## src/rtl/reservation_station.sv

```systemverilog
// rtl/reservation_station.sv - issue queue with CDB wakeup and a registered valid/ready issue stage
//
// Buffers renamed ops and tracks the readiness of both source operands by
// snooping one CDB tag per cycle. Each cycle at most one op whose operands
// are both ready moves into the registered issue stage.
//
// Optional build macro: RS_OLDEST_FIRST_EN
//   defined   - each entry keeps an allocation age stamp; select takes the oldest eligible entry
//   undefined - select takes the lowest-index eligible entry; no age storage
//
// Ports:
//   clk, reset                 rising-edge clock, synchronous active-high reset
//   flush                      drop all entries and the issue stage
//   in_valid / in_ready        allocate handshake from rename
//   in_sr1_p, in_sr2_p, in_dr_p, in_s1_ready, in_s2_ready,
//   in_aluOp, in_FU, in_imm, in_ROB_num   renamed op fields
//   cdb_valid, cdb_tag         result broadcast snooped for wakeup
//   issue_valid / issue_ready  registered output handshake to execute
//   issue_sr1_p .. issue_ROB_num          fields of the issued op
//   occupancy                  number of valid entries
module reservation_station #(
  parameter int RS_DEPTH = 8,
  parameter int TAG_W    = 6,
  parameter int CNT_W    = 4
) (
  input  logic             clk,
  input  logic             reset,
  input  logic             flush,
  input  logic             in_valid,
  output logic             in_ready,
  input  logic [TAG_W-1:0] in_sr1_p,
  input  logic [TAG_W-1:0] in_sr2_p,
  input  logic [TAG_W-1:0] in_dr_p,
  input  logic             in_s1_ready,
  input  logic             in_s2_ready,
  input  logic [1:0]       in_aluOp,
  input  logic [1:0]       in_FU,
  input  logic [31:0]      in_imm,
  input  logic [15:0]      in_ROB_num,
  input  logic             cdb_valid,
  input  logic [TAG_W-1:0] cdb_tag,
  output logic             issue_valid,
  input  logic             issue_ready,
  output logic [TAG_W-1:0] issue_sr1_p,
  output logic [TAG_W-1:0] issue_sr2_p,
  output logic [TAG_W-1:0] issue_dr_p,
  output logic [1:0]       issue_aluOp,
  output logic [1:0]       issue_FU,
  output logic [31:0]      issue_imm,
  output logic [15:0]      issue_ROB_num,
  output logic [CNT_W-1:0] occupancy
);

  localparam int IDX_W = (RS_DEPTH > 1) ? $clog2(RS_DEPTH) : 1;

  // Entry state
  logic [RS_DEPTH-1:0] ent_valid;
  logic [RS_DEPTH-1:0] ent_s1_rdy;
  logic [RS_DEPTH-1:0] ent_s2_rdy;
  logic [TAG_W-1:0]    ent_sr1 [RS_DEPTH];
  logic [TAG_W-1:0]    ent_sr2 [RS_DEPTH];
  logic [TAG_W-1:0]    ent_dr  [RS_DEPTH];
  logic [1:0]          ent_alu [RS_DEPTH];
  logic [1:0]          ent_fu  [RS_DEPTH];
  logic [31:0]         ent_imm [RS_DEPTH];
  logic [15:0]         ent_rob [RS_DEPTH];

  logic [CNT_W-1:0]    occ_q;
  logic [RS_DEPTH-1:0] elig;
  logic                any_elig;
  logic                accept;
  logic                load;
  logic [IDX_W-1:0]    free_idx;
  logic [IDX_W-1:0]    sel_idx;
  logic                s1_bypass;
  logic                s2_bypass;

  // Back-pressure comes only from the registered count, so a slot freed by
  // this cycle's select is not reusable until the next cycle.
  assign in_ready  = (occ_q != CNT_W'(RS_DEPTH));
  assign accept    = in_valid && in_ready;
  assign occupancy = occ_q;

  assign elig     = ent_valid & ent_s1_rdy & ent_s2_rdy;
  assign any_elig = |elig;
  assign load     = (!issue_valid || issue_ready) && any_elig;

  // A broadcast in the same cycle as allocation must not be missed.
  assign s1_bypass = cdb_valid && (cdb_tag == in_sr1_p);
  assign s2_bypass = cdb_valid && (cdb_tag == in_sr2_p);

  // Lowest-index free slot: scan downward so the last hit is the lowest.
  always_comb begin
    free_idx = '0;
    for (int i = RS_DEPTH - 1; i >= 0; i--) begin
      if (!ent_valid[i]) free_idx = i[IDX_W-1:0];
    end
  end

`ifdef RS_OLDEST_FIRST_EN
  logic [CNT_W:0] ent_age [RS_DEPTH];
  logic [CNT_W:0] alloc_cnt;
  logic [CNT_W:0] sel_diff;
  logic           sel_found;

  // Oldest eligible entry: a stamp is older when (stamp - best) is negative
  // in CNT_W+1 bit two's complement, which tolerates counter wrap.
  always_comb begin
    sel_idx   = '0;
    sel_found = 1'b0;
    sel_diff  = '0;
    for (int i = 0; i < RS_DEPTH; i++) begin
      if (elig[i]) begin
        sel_diff = ent_age[i] - ent_age[sel_idx];
        if (!sel_found || sel_diff[CNT_W]) begin
          sel_idx   = i[IDX_W-1:0];
          sel_found = 1'b1;
        end
      end
    end
  end

  always_ff @(posedge clk) begin
    if (reset) begin
      alloc_cnt <= '0;
    end else if (accept && !flush) begin
      alloc_cnt <= alloc_cnt + 1'b1;
    end
  end

  always_ff @(posedge clk) begin
    if (accept) ent_age[free_idx] <= alloc_cnt;
  end
`else
  // Lowest-index eligible entry.
  always_comb begin
    sel_idx = '0;
    for (int i = RS_DEPTH - 1; i >= 0; i--) begin
      if (elig[i]) sel_idx = i[IDX_W-1:0];
    end
  end
`endif

  // Payload storage needs no reset: an entry is only read once its valid bit is set.
  always_ff @(posedge clk) begin
    if (accept) begin
      ent_sr1[free_idx] <= in_sr1_p;
      ent_sr2[free_idx] <= in_sr2_p;
      ent_dr[free_idx]  <= in_dr_p;
      ent_alu[free_idx] <= in_aluOp;
      ent_fu[free_idx]  <= in_FU;
      ent_imm[free_idx] <= in_imm;
      ent_rob[free_idx] <= in_ROB_num;
    end
  end

  // Control state and issue stage. Flush outranks accept, select and wakeup.
  always_ff @(posedge clk) begin
    if (reset) begin
      ent_valid     <= '0;
      ent_s1_rdy    <= '0;
      ent_s2_rdy    <= '0;
      occ_q         <= '0;
      issue_valid   <= 1'b0;
      issue_sr1_p   <= '0;
      issue_sr2_p   <= '0;
      issue_dr_p    <= '0;
      issue_aluOp   <= '0;
      issue_FU      <= '0;
      issue_imm     <= '0;
      issue_ROB_num <= '0;
    end else if (flush) begin
      ent_valid   <= '0;
      occ_q       <= '0;
      issue_valid <= 1'b0;
    end else begin
      for (int i = 0; i < RS_DEPTH; i++) begin
        if (cdb_valid && ent_valid[i]) begin
          if (ent_sr1[i] == cdb_tag) ent_s1_rdy[i] <= 1'b1;
          if (ent_sr2[i] == cdb_tag) ent_s2_rdy[i] <= 1'b1;
        end
      end

      if (load) begin
        issue_valid        <= 1'b1;
        issue_sr1_p        <= ent_sr1[sel_idx];
        issue_sr2_p        <= ent_sr2[sel_idx];
        issue_dr_p         <= ent_dr[sel_idx];
        issue_aluOp        <= ent_alu[sel_idx];
        issue_FU           <= ent_fu[sel_idx];
        issue_imm          <= ent_imm[sel_idx];
        issue_ROB_num      <= ent_rob[sel_idx];
        ent_valid[sel_idx] <= 1'b0;
      end else if (issue_ready) begin
        issue_valid <= 1'b0;
      end

      // The free slot is invalid in registered state, so it never collides
      // with the selected slot or with a wakeup above.
      if (accept) begin
        ent_valid[free_idx]  <= 1'b1;
        ent_s1_rdy[free_idx] <= in_s1_ready | s1_bypass;
        ent_s2_rdy[free_idx] <= in_s2_ready | s2_bypass;
      end

      occ_q <= occ_q + CNT_W'(accept) - CNT_W'(load);
    end
  end

endmodule

```

## config.mk

```make
export PLATFORM = sky130hd
export DESIGN_NAME = reservation_station
export DESIGN_NICKNAME = d
export VERILOG_FILES = /design/src/rtl/reservation_station.sv
export SDC_FILE = /design/constraint.sdc
export NUM_CORES = 1
export LEC_CHECK = 0
export ABC_AREA = 1
export CAP_MARGIN = 20
export CORE_MARGIN = 2
export CORE_UTILIZATION = 55
export DETAILED_ROUTE_END_ITERATION = 10
export PLACE_DENSITY = 0.77
export SYNTH_ARGS = -nofsm -noshare
export SYNTH_HDL_FRONTEND = slang
export SYNTH_SLANG_ARGS = --single-unit
```

## constraint.sdc

```tcl
create_clock -name clk -period 7.1 [get_ports clk]
set_clock_uncertainty 0.2 [all_clocks]
set_input_delay 1.065 -clock clk [delete_from_list [all_inputs] [get_ports clk]]
set_output_delay 1.065 -clock clk [all_outputs]
set_load 0.05 [all_outputs]
```

==> metrics.txt, run 1 <==
Peak VDD IR between 0.00015 and 0.0002 V; top cell family by delay on the critical path simple AND/OR/NAND/NOR gates; ys flop type edfxtp_1; largest area contributor in the netlist edfxtp_1; Yosys top cell area share around three fifths; worst-margin pin slew 1.669 ns; grt total ovfl 0; starting density of the core 55.40%; Die Height 230.9 µm; Pins Over Slew Limit between 100 and 150; all-layer global routing usage 27.36%; vias per cell 5.749; post-synth cell types just over 40; average wire per standard cell 20.48 µm; dpl cell area roughly 0.030 mm²; sequential area share after synthesis about two thirds; max_cap viols 0; Max clock buf depth 3; Leak approximately 13 nW; WP buf/inv 2; Port-buffer cells about 160; failing checks slew limit; worst-path fanout max 88; drt drc 0; Setup-failing EPs final 0; Tcrit/Tclk final 56.85%; postcts setup bufs 0; Critical Path Start Type flip-flop; Post-Synthesis Cells 2740; Rows 83; fin worst setup slack 3.063 ns; Post-synth EDFFs 560; CP required about 7.4 ns; IO Count 160; post-route cell area between 0.03 and 0.04 mm²; slowest CP cell and2_4; pwr/cell area 245.5 mW/mm²; Post-Syn Area 0.02831 mm²; Mapped Nets 2830; Inst Count DP between 3000 and 4000; vias in the first global route around 20000; clk_lat worst skew 0.61 ns; synthesis-stage register bit count 659; CTS Hold Bufs 0; CTS tree built; Layout Nets between 2000 and 3000; largest net degree at the start of global routing 274; RSZ-0062 raised after global routing false; Post-DP HPWL 41940 µm; critical path type flip-flop to flip-flop; die area 0.05330 mm²; Power Total 7.969 mW; endpoint type of the worst setup path flip-flop; dominant cells by area after synthesis edfxtp_1, nand3_1, nand2_1, dfxtp_1, inv_1; status finished with violations; CTS root buffer clkbuf_16; P&R area growth vs syn 14.67%; Max stage delay on crit path between 0.8 and 0.9 ns; total routed wirelength 73110 µm; post-route ant nets 0; Synth top cells by count nand2_1, edfxtp_1, nand3_1, inv_1, nor2_1; number of antenna violations at the first check in global routing 3; final hold slack 0.2806 ns; cts repair resizes 0; Setup TNS 0 ns; min cycle time layout 4.037 ns; Syn. warnings 0; clock buffer count from CTS 67; routability cong. around 0.97; Util after Layout 63.53%; CTS H-tree depth 3; arrival time worst endpoint approximately 4.4 ns; most frequent cell after synthesis nand2_1; Max-Slew Margin vs Limit -11.24%; global-route wire length before repair ~110000 µm; asr flop ratio synth 0%; Clock transition at path regs 0.06 ns; Core Box Area 0.05109 mm²; worst hold path class flip-flop to flip-flop; Final Hold Fails 0; cell chain of the critical path nand3_2 > nand2_4 > inv_2 > a31oi_4 > and2_4 > buf_4 > o21ai_0 > a21oi_1; via count between 20000 and 25000; Die X 230.9 µm; fmax 0.2477 GHz; share of layout cells above drive strength 1 5.227%; Num Clock Sinks 659; final cell count without fillers 3570; # fillers between 3000 and 4000; Initial DRT Pass Iterations 7; syn avg cell area 10.33 µm²; DP Worst Slack 2.975 ns; initial drt markers 2642
worst paths after layout:
kind                      start        endpoint  slack, ns  cells past startpoint
setup reg to reg   ent_valid[5]  issue_sr2_p[0]       3.06                      8
hold / removal    ent_s1_rdy[0]   ent_s1_rdy[0]       0.28                      2
hold reg to reg   ent_s1_rdy[0]   ent_s1_rdy[0]       0.28                      2
setup / recovery   ent_valid[5]  issue_sr2_p[0]       3.06                      8
layout make-up:
class	instances	area, µm²	share of cell area (%)
Sequential cell	659	18800	57.91
Multi-Input combinational cell	1646	7742	23.85
Timing Repair Buffer	188	1912	5.890
Clock buffer	86	1831	5.639
Inverter	279	1051	3.238
Tap cell	680	850.8	2.621
Clock inverter	31	272.8	0.8403
Antenna cell	1	2.502	0.007709
layout by cell type, fill, tap and decap left out, drive strengths merged, types with 29 or more instances in the layout:
master and instances:
edfxtp 560, clkdlybuf4s50 159, nor2 258, buf 29, xnor2 34, dfxtp 99
clkbuf 86, o21ai 105, clkinv 29, a21oi 113, nand3 464, nand2 574
inv 276, xor2 32
tightest hold or removal path, cell delays in order (launching register included):
cell and delay, ns:
dfxtp_1 0.33, a21oi_1 0.04, nor2_1 0.07
registers in the layout, indices dropped and copies added, names as in the netlist:
register,count
issue_sr1_p,6
issue_sr2_p,6
issue_valid,1
issue_imm,32
ent_imm,256
ent_rob,128
ent_alu,16
ent_fu,16
occupancy,4
ent_sr1,48
issue_ROB_num,16
ent_sr2,48
ent_s2_rdy,8
issue_dr_p,6
ent_dr,48
issue_aluOp,2
ent_valid,8
ent_s1_rdy,8
issue_FU,2
cells by family after synthesis:
logic type / Yosys count / share of synthesized area, %
and+or+nand+nor: 1331 / 20.15
DFF: 659 / 66.40
xor gates and xnor gates: 66 / 2.042
AOI/OAI and AO/OA: 243 / 4.645
adders and majority gates: 6 / 0.2917
buffers and inverters: 435 / 6.466
layer usage:
| layer | part of all wire, % | routed length [µm] | vias up | GRT usage (%) |
|---|---|---|---|---|
| met5 | 0.021 | 15 | - | 0 |
| met4 | 3.1 | 2266 | 2 | 10.28 |
| met3 | 9.5 | 6979 | 171 | 4.830 |
| met2 | 48 | 34980 | 1124 | 44.89 |
| met1 | 39 | 28870 | 9793 | 36.65 |
| li1 | - | - | 9435 | - |
power by group:
part | total, mW | switching, mW | internal (mW)
Combinational | 0.297 | 0.197 | 0.101
Clock | 3.41 | 1.44 | 1.97
Sequential | 4.26 | 0.0162 | 4.24
Total | 7.97 | 1.66 | 6.31
Power figures use the tool's default switching activity.
==> run 2, diff against run 1 <==
--- a/config.mk
+++ b/config.mk
@@ -8,9 +8,9 @@
 export ABC_AREA = 1
 export CAP_MARGIN = 20
 export CORE_MARGIN = 2
-export CORE_UTILIZATION = 55
+export CORE_UTILIZATION = 54
 export DETAILED_ROUTE_END_ITERATION = 10
-export PLACE_DENSITY = 0.77
+export PLACE_DENSITY = 0.79
 export SYNTH_ARGS = -nofsm -noshare
 export SYNTH_HDL_FRONTEND = slang
 export SYNTH_SLANG_ARGS = --single-unit
==> constraint.sdc (replaced) <==
create_clock -name clk -period 3.4 [get_ports clk]
set_clock_uncertainty 0.2 [all_clocks]
set_input_delay 0.51 -clock clk [delete_from_list [all_inputs] [get_ports clk]]
set_output_delay 0.51 -clock clk [all_outputs]
set_load 0.05 [all_outputs]
==> metrics.txt, run 2 (synthesized netlist as in run 1, its figures left out) <==
status completed; Post-DP HPWL a little over 40000 µm; NetSw 3.515 mW; clk_lat worst skew 0.61 ns; Crit path top cell by count nand2_1; RSZ-0062 raised after global routing false; Clock transition at path regs 0.06 ns; Max-Slew Margin vs Limit 30.63%; starting density of the core 54.85%; Pins Over Slew Limit 0; P&R area growth vs syn 16.20%; Rows 83; Peak VDD IR 0.0003475 V; cts repair resizes 0; Max stage delay on crit path 0.88 ns; register area 0.01880 mm²; share of layout cells above drive strength 1 6.074%; top cell family by delay on the critical path compound AO/OA/AOI/OAI gates; post-route cell area 0.03290 mm²; area taken by multi-input logic gates 0.007742 mm²; biggest regs ent_imm x256, ent_rob x128; IO Count 160; CP required 3.73 ns; fmax between 0.3 and 0.4 GHz; slowest CP cell o21ai_4; Max clock buf depth 3; vias in the first global route 20400; post-route ant nets 0; largest net degree at the start of global routing 105; sw frac 20.71%; Initial DRT Pass Iterations 5; Port-buffer cells 159; Layout Nets 2948; CTS tree built; Num Clock Sinks 659; min cycle time layout 3.019 ns; drt drc 0; worst-margin pin slew just over 1 ns; # fillers 3807; WP buf/inv 1; via count 20740; commonest cells after routing, fill and taps aside nand2_1, edfxtp_1, nand3_1; Die Height roughly 230 µm; worst-path fanout max 86; clock share of power 43.9%; clock buffer count from CTS 68; CTS root buffer clkbuf_16; arrival time worst endpoint 3.35 ns; dpl cell area 0.03066 mm²; Critical Path Start Type flip-flop; CTS Hold Bufs 0; Power Total 16.97 mW; average wire per standard cell 20.52 µm; number of antenna violations at the first check in global routing 4; global-route wire length before repair 113500 µm; cell chain of the critical path nand3_2 > nand2_4 > o21ai_4 > buf_12 > nand3_1 > nand2_1 > nor2_1 > nand2_1 > nand2_1 > a21oi_1; worst hold path class flip-flop to flip-flop; grt total ovfl 0; Seq pwr share 52.4%; Core Box Area roughly 0.052 mm²; total routed wirelength 73790 µm; Tcrit/Tclk final about nine tenths; postcts setup bufs 0; critical path type flip-flop to flip-flop; Final Hold Fails 0; routability cong. 0.9601; CTS H-tree depth 3; Largest Register ent_imm; initial drt markers 2264; die area 0.05427 mm²; commonest non-fill, non-tap cell in the layout nand2_1; Die X between 200 and 250 µm; Leak 12.89 nW; vias per cell 5.767; max_cap viols 0; endpoint type of the worst setup path flip-flop; Util after Layout a little under two thirds; fraction of power consumed by combinational cells 3.7%; pwr/cell area 515.9 mW/mm²; Int Pwr approximately 13 mW; all-layer global routing usage 27.38%; Setup-failing EPs final 0; max reg flops 256
==> run 2: cell count changes in the layout (fill, tap and decap cells not counted) <==
cell / delta
dfxtp_1: -3
inv_6: -1
dfxtp_2: +3
clkinv_2: +1
buf_12: +17
clkbuf_16: +2
bufinv_16: +2
clkbuf_1: +1
clkinvlp_4: +3
buf_16: -2
buf_4: +1
clkinv_1: +1
diode_2: +1
==> run 2: worst reg2reg max path: cells and delay by family (launching register included) <==
kind,cells,cell delay (ns)
and+or+nand+nor,7,0.85
DFF,1,0.37
AOI/OAI and AO/OA,2,1.01
buffers and inverters,1,0.51
==> run 2: final timing paths <==
| kind | start | to | slack, ns | depth (start not counted) |
|---|---|---|---|---|
| min | ent_s2_rdy[1] | ent_s2_rdy[1] | 0.28 | 2 |
| max | ent_valid[4] | issue_dr_p[2] | 0.38 | 10 |
| max reg2reg | ent_valid[4] | issue_dr_p[2] | 0.38 | 10 |
| min reg2reg | ent_s2_rdy[1] | ent_s2_rdy[1] | 0.28 | 2 |
==> run 2: per-stage QoR <==
step           worst slack, ns  instances  setup TNS [ns]  hold WS, ns
4_1_cts                 0.4400       3594               0       0.2707
6_report                0.3808       3596               0       0.2820
2_1_floorplan          -0.6302       2740          -76.47       0.2364
5_1_grt                 0.2186       3595               0       0.3052
3_3_place_gp            0.5478       3468               0       0.2547
3_5_place_dp            0.4608       3468               0       0.2581
==> run 2: per-layer routing <==
layer / up-vias / share of wire [%] / track usage, %
li1: 9476 / - / -
met1: 9966 / 40 / 37.43
met2: 1124 / 47 / 43.98
met3: 171 / 10 / 4.522
met4: 2 / 3.0 / 10.83
met5: - / 0.022 / 0
==> run 2: power by group through the flow <==
stage,Clock (mW),Sequential [mW],Combinational [mW]
after floorplan,0,9.07,0.284
after detailed placement,0,9.06,0.615
after global routing,7.83,8.89,0.680
after CTS,7.51,8.89,0.619
after global placement,0,9.06,0.601
final,7.45,8.89,0.627
==> run 2: cell type report <==
| cell class | count | share of cell area (%) |
|---|---|---|
| Sequential cell | 659 | 57.16 |
| Multi-Input combinational cell | 1646 | 23.54 |
| Timing Repair Buffer | 204 | 6.702 |
| Clock buffer | 89 | 5.728 |
| Inverter | 279 | 3.218 |
| Tap cell | 680 | 2.586 |
| Clock inverter | 37 | 1.057 |
| Antenna cell | 2 | 0.01521 |
